File: config.mk
export PLATFORM = sky130hd
export DESIGN_NAME = ram_sp_arbiter
export DESIGN_NICKNAME = d
export VERILOG_FILES = /design/src/rtl/ram_sp_arbiter.sv
export SDC_FILE = /design/constraint.sdc
export NUM_CORES = 1
export LEC_CHECK = 0
export CAP_MARGIN = 20
export CORE_AREA = 2 2 320 322
export CTS_BUF_LIST = sky130_fd_sc_hd__clkbuf_16
export DETAILED_ROUTE_END_ITERATION = 6
export DIE_AREA = 0 0 322 324
export GPL_ROUTABILITY_DRIVEN = 0
export PLACE_DENSITY_LB_ADDON = 0.15
export SYNTH_ARGS = -nofsm -noshare
export SYNTH_HDL_FRONTEND = slang
export SYNTH_SLANG_ARGS = --single-unit
export TNS_END_PERCENT = 10
File: constraint.sdc
create_clock -name clk -period 1.6 [get_ports clk]
set_input_delay 0.24 -clock clk [delete_from_list [all_inputs] [get_ports clk]]
set_output_delay 0.24 -clock clk [all_outputs]
set_load 0.005 [all_outputs]
File: src/rtl/ram_sp_arbiter.sv
// Round-robin arbiter/sequencer sharing one single-port, write-first block RAM
// (1-cycle registered read) between requesters A and B; one access per 3 cycles.
module ram_sp_arbiter #(
  parameter int unsigned DATA_WIDTH = 128,
  parameter int unsigned ADDR_WIDTH = 12
) (
  input  logic                  clk,
  input  logic                  rst,
  input  logic                  a_req,
  input  logic                  a_we,
  input  logic [ADDR_WIDTH-1:0] a_addr,
  input  logic [DATA_WIDTH-1:0] a_din,
  output logic                  a_gnt,
  output logic                  a_rvalid,
  output logic [DATA_WIDTH-1:0] a_rdata,
  input  logic                  b_req,
  input  logic                  b_we,
  input  logic [ADDR_WIDTH-1:0] b_addr,
  input  logic [DATA_WIDTH-1:0] b_din,
  output logic                  b_gnt,
  output logic                  b_rvalid,
  output logic [DATA_WIDTH-1:0] b_rdata,
  output logic [ADDR_WIDTH-1:0] ram_addr,
  output logic                  ram_we,
  output logic [DATA_WIDTH-1:0] ram_din,
  input  logic [DATA_WIDTH-1:0] ram_dout,
  output logic                  busy
);

  typedef enum logic [1:0] {
    IDLE   = 2'd0,
    ACCESS = 2'd1,
    RESP   = 2'd2
  } state_t;

  state_t                  state, state_nxt;
  logic                    owner_b, owner_b_nxt;
  logic                    last_b, last_b_nxt;
  logic                    pick_b;
  logic [ADDR_WIDTH-1:0]   ram_addr_nxt;
  logic                    ram_we_nxt;
  logic [DATA_WIDTH-1:0]   ram_din_nxt;
  logic                    a_rvalid_nxt, b_rvalid_nxt;
  logic [DATA_WIDTH-1:0]   a_rdata_nxt, b_rdata_nxt;
  logic                    busy_nxt;

  // State and output registers
  always_ff @(posedge clk) begin
    if (rst) begin
      state    <= IDLE;
      owner_b  <= 1'b0;
      last_b   <= 1'b1;
      ram_addr <= '0;
      ram_we   <= 1'b0;
      ram_din  <= '0;
      a_rvalid <= 1'b0;
      a_rdata  <= '0;
      b_rvalid <= 1'b0;
      b_rdata  <= '0;
      busy     <= 1'b0;
    end else begin
      state    <= state_nxt;
      owner_b  <= owner_b_nxt;
      last_b   <= last_b_nxt;
      ram_addr <= ram_addr_nxt;
      ram_we   <= ram_we_nxt;
      ram_din  <= ram_din_nxt;
      a_rvalid <= a_rvalid_nxt;
      a_rdata  <= a_rdata_nxt;
      b_rvalid <= b_rvalid_nxt;
      b_rdata  <= b_rdata_nxt;
      busy     <= busy_nxt;
    end
  end

  // B wins only when alone or when A owned the previous access
  assign pick_b = b_req && (!a_req || !last_b);

  // Next-state, grant and datapath selection
  always_comb begin
    state_nxt    = state;
    a_gnt        = 1'b0;
    b_gnt        = 1'b0;
    owner_b_nxt  = owner_b;
    last_b_nxt   = last_b;
    ram_addr_nxt = ram_addr;
    ram_we_nxt   = 1'b0;
    ram_din_nxt  = ram_din;
    a_rvalid_nxt = 1'b0;
    b_rvalid_nxt = 1'b0;
    a_rdata_nxt  = a_rdata;
    b_rdata_nxt  = b_rdata;

    unique case (state)
      IDLE: begin
        if (!rst && (a_req || b_req)) begin
          a_gnt        = !pick_b;
          b_gnt        = pick_b;
          owner_b_nxt  = pick_b;
          last_b_nxt   = pick_b;
          ram_addr_nxt = pick_b ? b_addr : a_addr;
          ram_we_nxt   = pick_b ? b_we : a_we;
          ram_din_nxt  = pick_b ? b_din : a_din;
          state_nxt    = ACCESS;
        end
      end
      ACCESS: begin
        state_nxt = RESP;
      end
      RESP: begin
        if (owner_b) begin
          b_rdata_nxt  = ram_dout;
          b_rvalid_nxt = 1'b1;
        end else begin
          a_rdata_nxt  = ram_dout;
          a_rvalid_nxt = 1'b1;
        end
        state_nxt = IDLE;
      end
      default: begin
        state_nxt = IDLE;
      end
    endcase

    busy_nxt = (state_nxt != IDLE);
  end

endmodule

==> impl_metrics.env <==
export IMPL_grt_use_total=0.146
export IMPL_critPathMaxFanout=3
export IMPL_dieArea_um2=104000
export IMPL_startpoint_type="register"
export IMPL_slowest_stage="dfxtp_2"
export IMPL_syn_cell_area_um2=15200
export IMPL_drv_slew=0
export IMPL_ir_drop_v=0.000679
export IMPL_yosys_warnings=0
export IMPL_place_port_buffers=815
export IMPL_synth_seq_area_share=0.532
export IMPL_total_leakage_power_nw=11.4
export IMPL_cts_sinks=404
export IMPL_synth_xor_area_share=0
export IMPL_route_detailed_drc=0
export IMPL_worstMarginPinSlew_ns=0.671
export IMPL_power_density_nw_per_um2=995
export IMPL_core_um2=101000
export IMPL_start_util=0.150
export IMPL_synth_top_area_share=0.532
export IMPL_area_delta_synth_final_pct=80.6
export IMPL_detail_route_wl_per_cell_um=20.1
export IMPL_synth_simple_area_share=0.202
export IMPL_min_period_ns=1.87
export IMPL_muxShareOfSynthArea=0
export IMPL_cp_cell_sequence="nor3_4, buf_6, buf_6, nand3_4, inv_2, buf_6"
export IMPL_fmax_mhz=534
export IMPL_cts_hold_fix_buffers=0
export IMPL_yosys_top_cells_area="dfxtp_1 53%, nand2_1 20%, a21oi_1 13%, a311oi_1 8.1%, buf_2 2.7%"
export IMPL_synth_seq_cells=404
export IMPL_grt_max_degree=113
export IMPL_synth_top_cell_by_area="dfxtp_1"
export IMPL_grt_setup_unrepaired="yes"
export IMPL_hold_worst_slack_ns=0.181
export IMPL_synth_distinct_cells=24
export IMPL_slew_headroom=0.552
export IMPL_synthAdderAreaFrac=0
export IMPL_crit_type="reg -> out"
export IMPL_cts_tree="yes"
export IMPL_hold_violations=0
export IMPL_synth_edf_count=0
export IMPL_worst_slack_ns=-0.273
export IMPL_clock_skew_ns=0.00857
export IMPL_cts_max_level=2
export IMPL_clock_path_buffers=3
export IMPL_postSynth_asyncResetShare=0
export IMPL_critPathCaptureType="output pin"
export IMPL_cpMostUsedCell="buf_6"
export IMPL_drtIter0Drc=757
export IMPL_antenna_found_initial=8
export IMPL_syn_area_per_cell_um2=7.85
export IMPL_ant_nets=0
export IMPL_syn_inst=1936
export IMPL_status="complete, but fails checks"
export IMPL_hpwlAfterDp_um=59000
export IMPL_die_h_um=324
export IMPL_cp_required_ns=1.36
export IMPL_grt_pass1_wl_um=114000
export IMPL_synthesis_nets=2350
export IMPL_drv_cap=0
export IMPL_min_path_type="in -> reg"
export IMPL_setup_viol=152
export IMPL_design_area_um2=27500
export IMPL_clock_latency_ns=0.62
export IMPL_ys_flop_type="dfxtp_1"
export IMPL_grt_overflow_total=0
export IMPL_drive_gt1_frac=0.0968
export IMPL_cp_slowest_stage_delay_ns=0.33
export IMPL_viasPerCell=4.13
export IMPL_boundaryPins=816
export IMPL_num_rows=117
export IMPL_cts_buffers=53
export IMPL_violations="negative setup slack"
export IMPL_synth_compound_area_frac=0.214
export IMPL_nets=3174
export IMPL_path_clk_slew_ns=0.06
export IMPL_crit_arrival_ns=1.63
export IMPL_wl_um=82600
export IMPL_die_w_um=322
export IMPL_drtPass1Iterations=5
export IMPL_synth_top_family_by_area="compound AO/OA/AOI/OAI gates"
export IMPL_clockRootBuffer="clkbuf_16"
export IMPL_grt_pass1_vias=17000
export IMPL_vias=17000
export IMPL_period_share=1.17
export IMPL_postPlaceCellArea_um2=25500
## sequential cells by signal (all words and copies together) (netlist names)
signal,flops
ram_din,128
ram_we,1
a_rdata,128
ram_addr,12
busy,1
owner_b,1
state,2
b_rdata,128
a_rvalid,1
b_rvalid,1
last_b,1
## critical path: cells and delay by family (launching register included)
| family | cells | cell delay [ns] |
|---|---|---|
| and+or+nand+nor | 2 | 0.23 |
| buffers and inverters | 4 | 0.46 |
| DFF | 1 | 0.33 |
## Yosys cell counts, drive strengths merged, types with 2 or more instances
cell	instances
dfxtp	404
a21oi	398
clkbuf	93
inv	2
nor2	4
or2	2
a311oi	140
nor3b	2
nand2	795
buf	86
## cells by family (layout without fill, tap and decap cells)
group	Yosys count	after routing
other	0	6
AO/OA/AOI/OAI	542	542
flip-flops	404	404
buffers and inverters	181	1046
AND/OR/NAND/NOR	809	809
## layout by cell type, fill, tap and decap left out, drive strengths merged
master and instances:
and3b 1, or3b 1, nand3b 1, a311oi 140
or3 1, a211o 1, a21oi 398, clkdlybuf4s15 17
o21ai 1, diode 6, dfxtp 404, a21boi 1
nor3b 2, inv 16, buf 129, bufinv 7
nand2 795, nor3 1, a21bo 1, clkdlybuf4s50 412
nor2 4, clkinvlp 3, clkinv 18, clkbuf 63
or2 2, nand3 1, dlygate4sd2 381
## power by group
group / total (mW) / switching [mW] / internal, mW
registers: 10.8 / 0.267 / 10.6
logic: 4.37 / 2.06 / 2.31
clock network: 12.1 / 4.89 / 7.23
## final timing paths
kind | startpoint | to | slack, ns | depth (start not counted)
setup / recovery | state[0]$_SDFF_PP0_ | b_gnt | -0.27 | 6
hold reg to reg | a_rdata[17]$_SDFFE_PP0P_ | a_rdata[17]$_SDFFE_PP0P_ | 0.45 | 2
setup reg to reg | state[0]$_SDFF_PP0_ | ram_din[71]$_SDFFE_PP0P_ | -0.13 | 10
hold / removal | b_we | ram_we$_SDFF_PP0_ | 0.18 | 3
## metrics by stage
step                cells   util  TNS [ns]  setup WS (ns)  total power, mW
floorplan            1936      -         0          0.118             12.4
global placement     3989  0.253    -50.51         -0.455             15.4
detailed placement   3989  0.253    -54.28         -0.478             15.4
CTS                  4091  0.267    -12.94         -0.343             27.6
global route         4116  0.272    -25.69         -0.381             28.6
finish               4116  0.272     -7.22         -0.273             27.3
## area by class of cell
cell class	instances	area, µm²
inverter	2	15.0
multi-input combinational	1351	6480
timing repair buffer	948	9440
fill	11000	73600
sequential	404	8120
clock buffer	54	1350
tap	1309	1640
antenna	6	15.0
clock inverter	42	395
## per-layer routing
layer  routed length (µm)  up-vias  track usage
met5                   16        -            0
met4                 2510        2       0.0507
met3                 7310      115       0.0553
met2                41900      660        0.261
met1                30900     8004        0.158
li1                     -     8231            -
## what timing repair did
action	in CTS	in global routing
resized for setup	472	40
cloned	3	9
pin swaps	4	124
buffers inserted	3	11
setup endpoints to repair	664	257
Power figures use the tool's default switching activity.
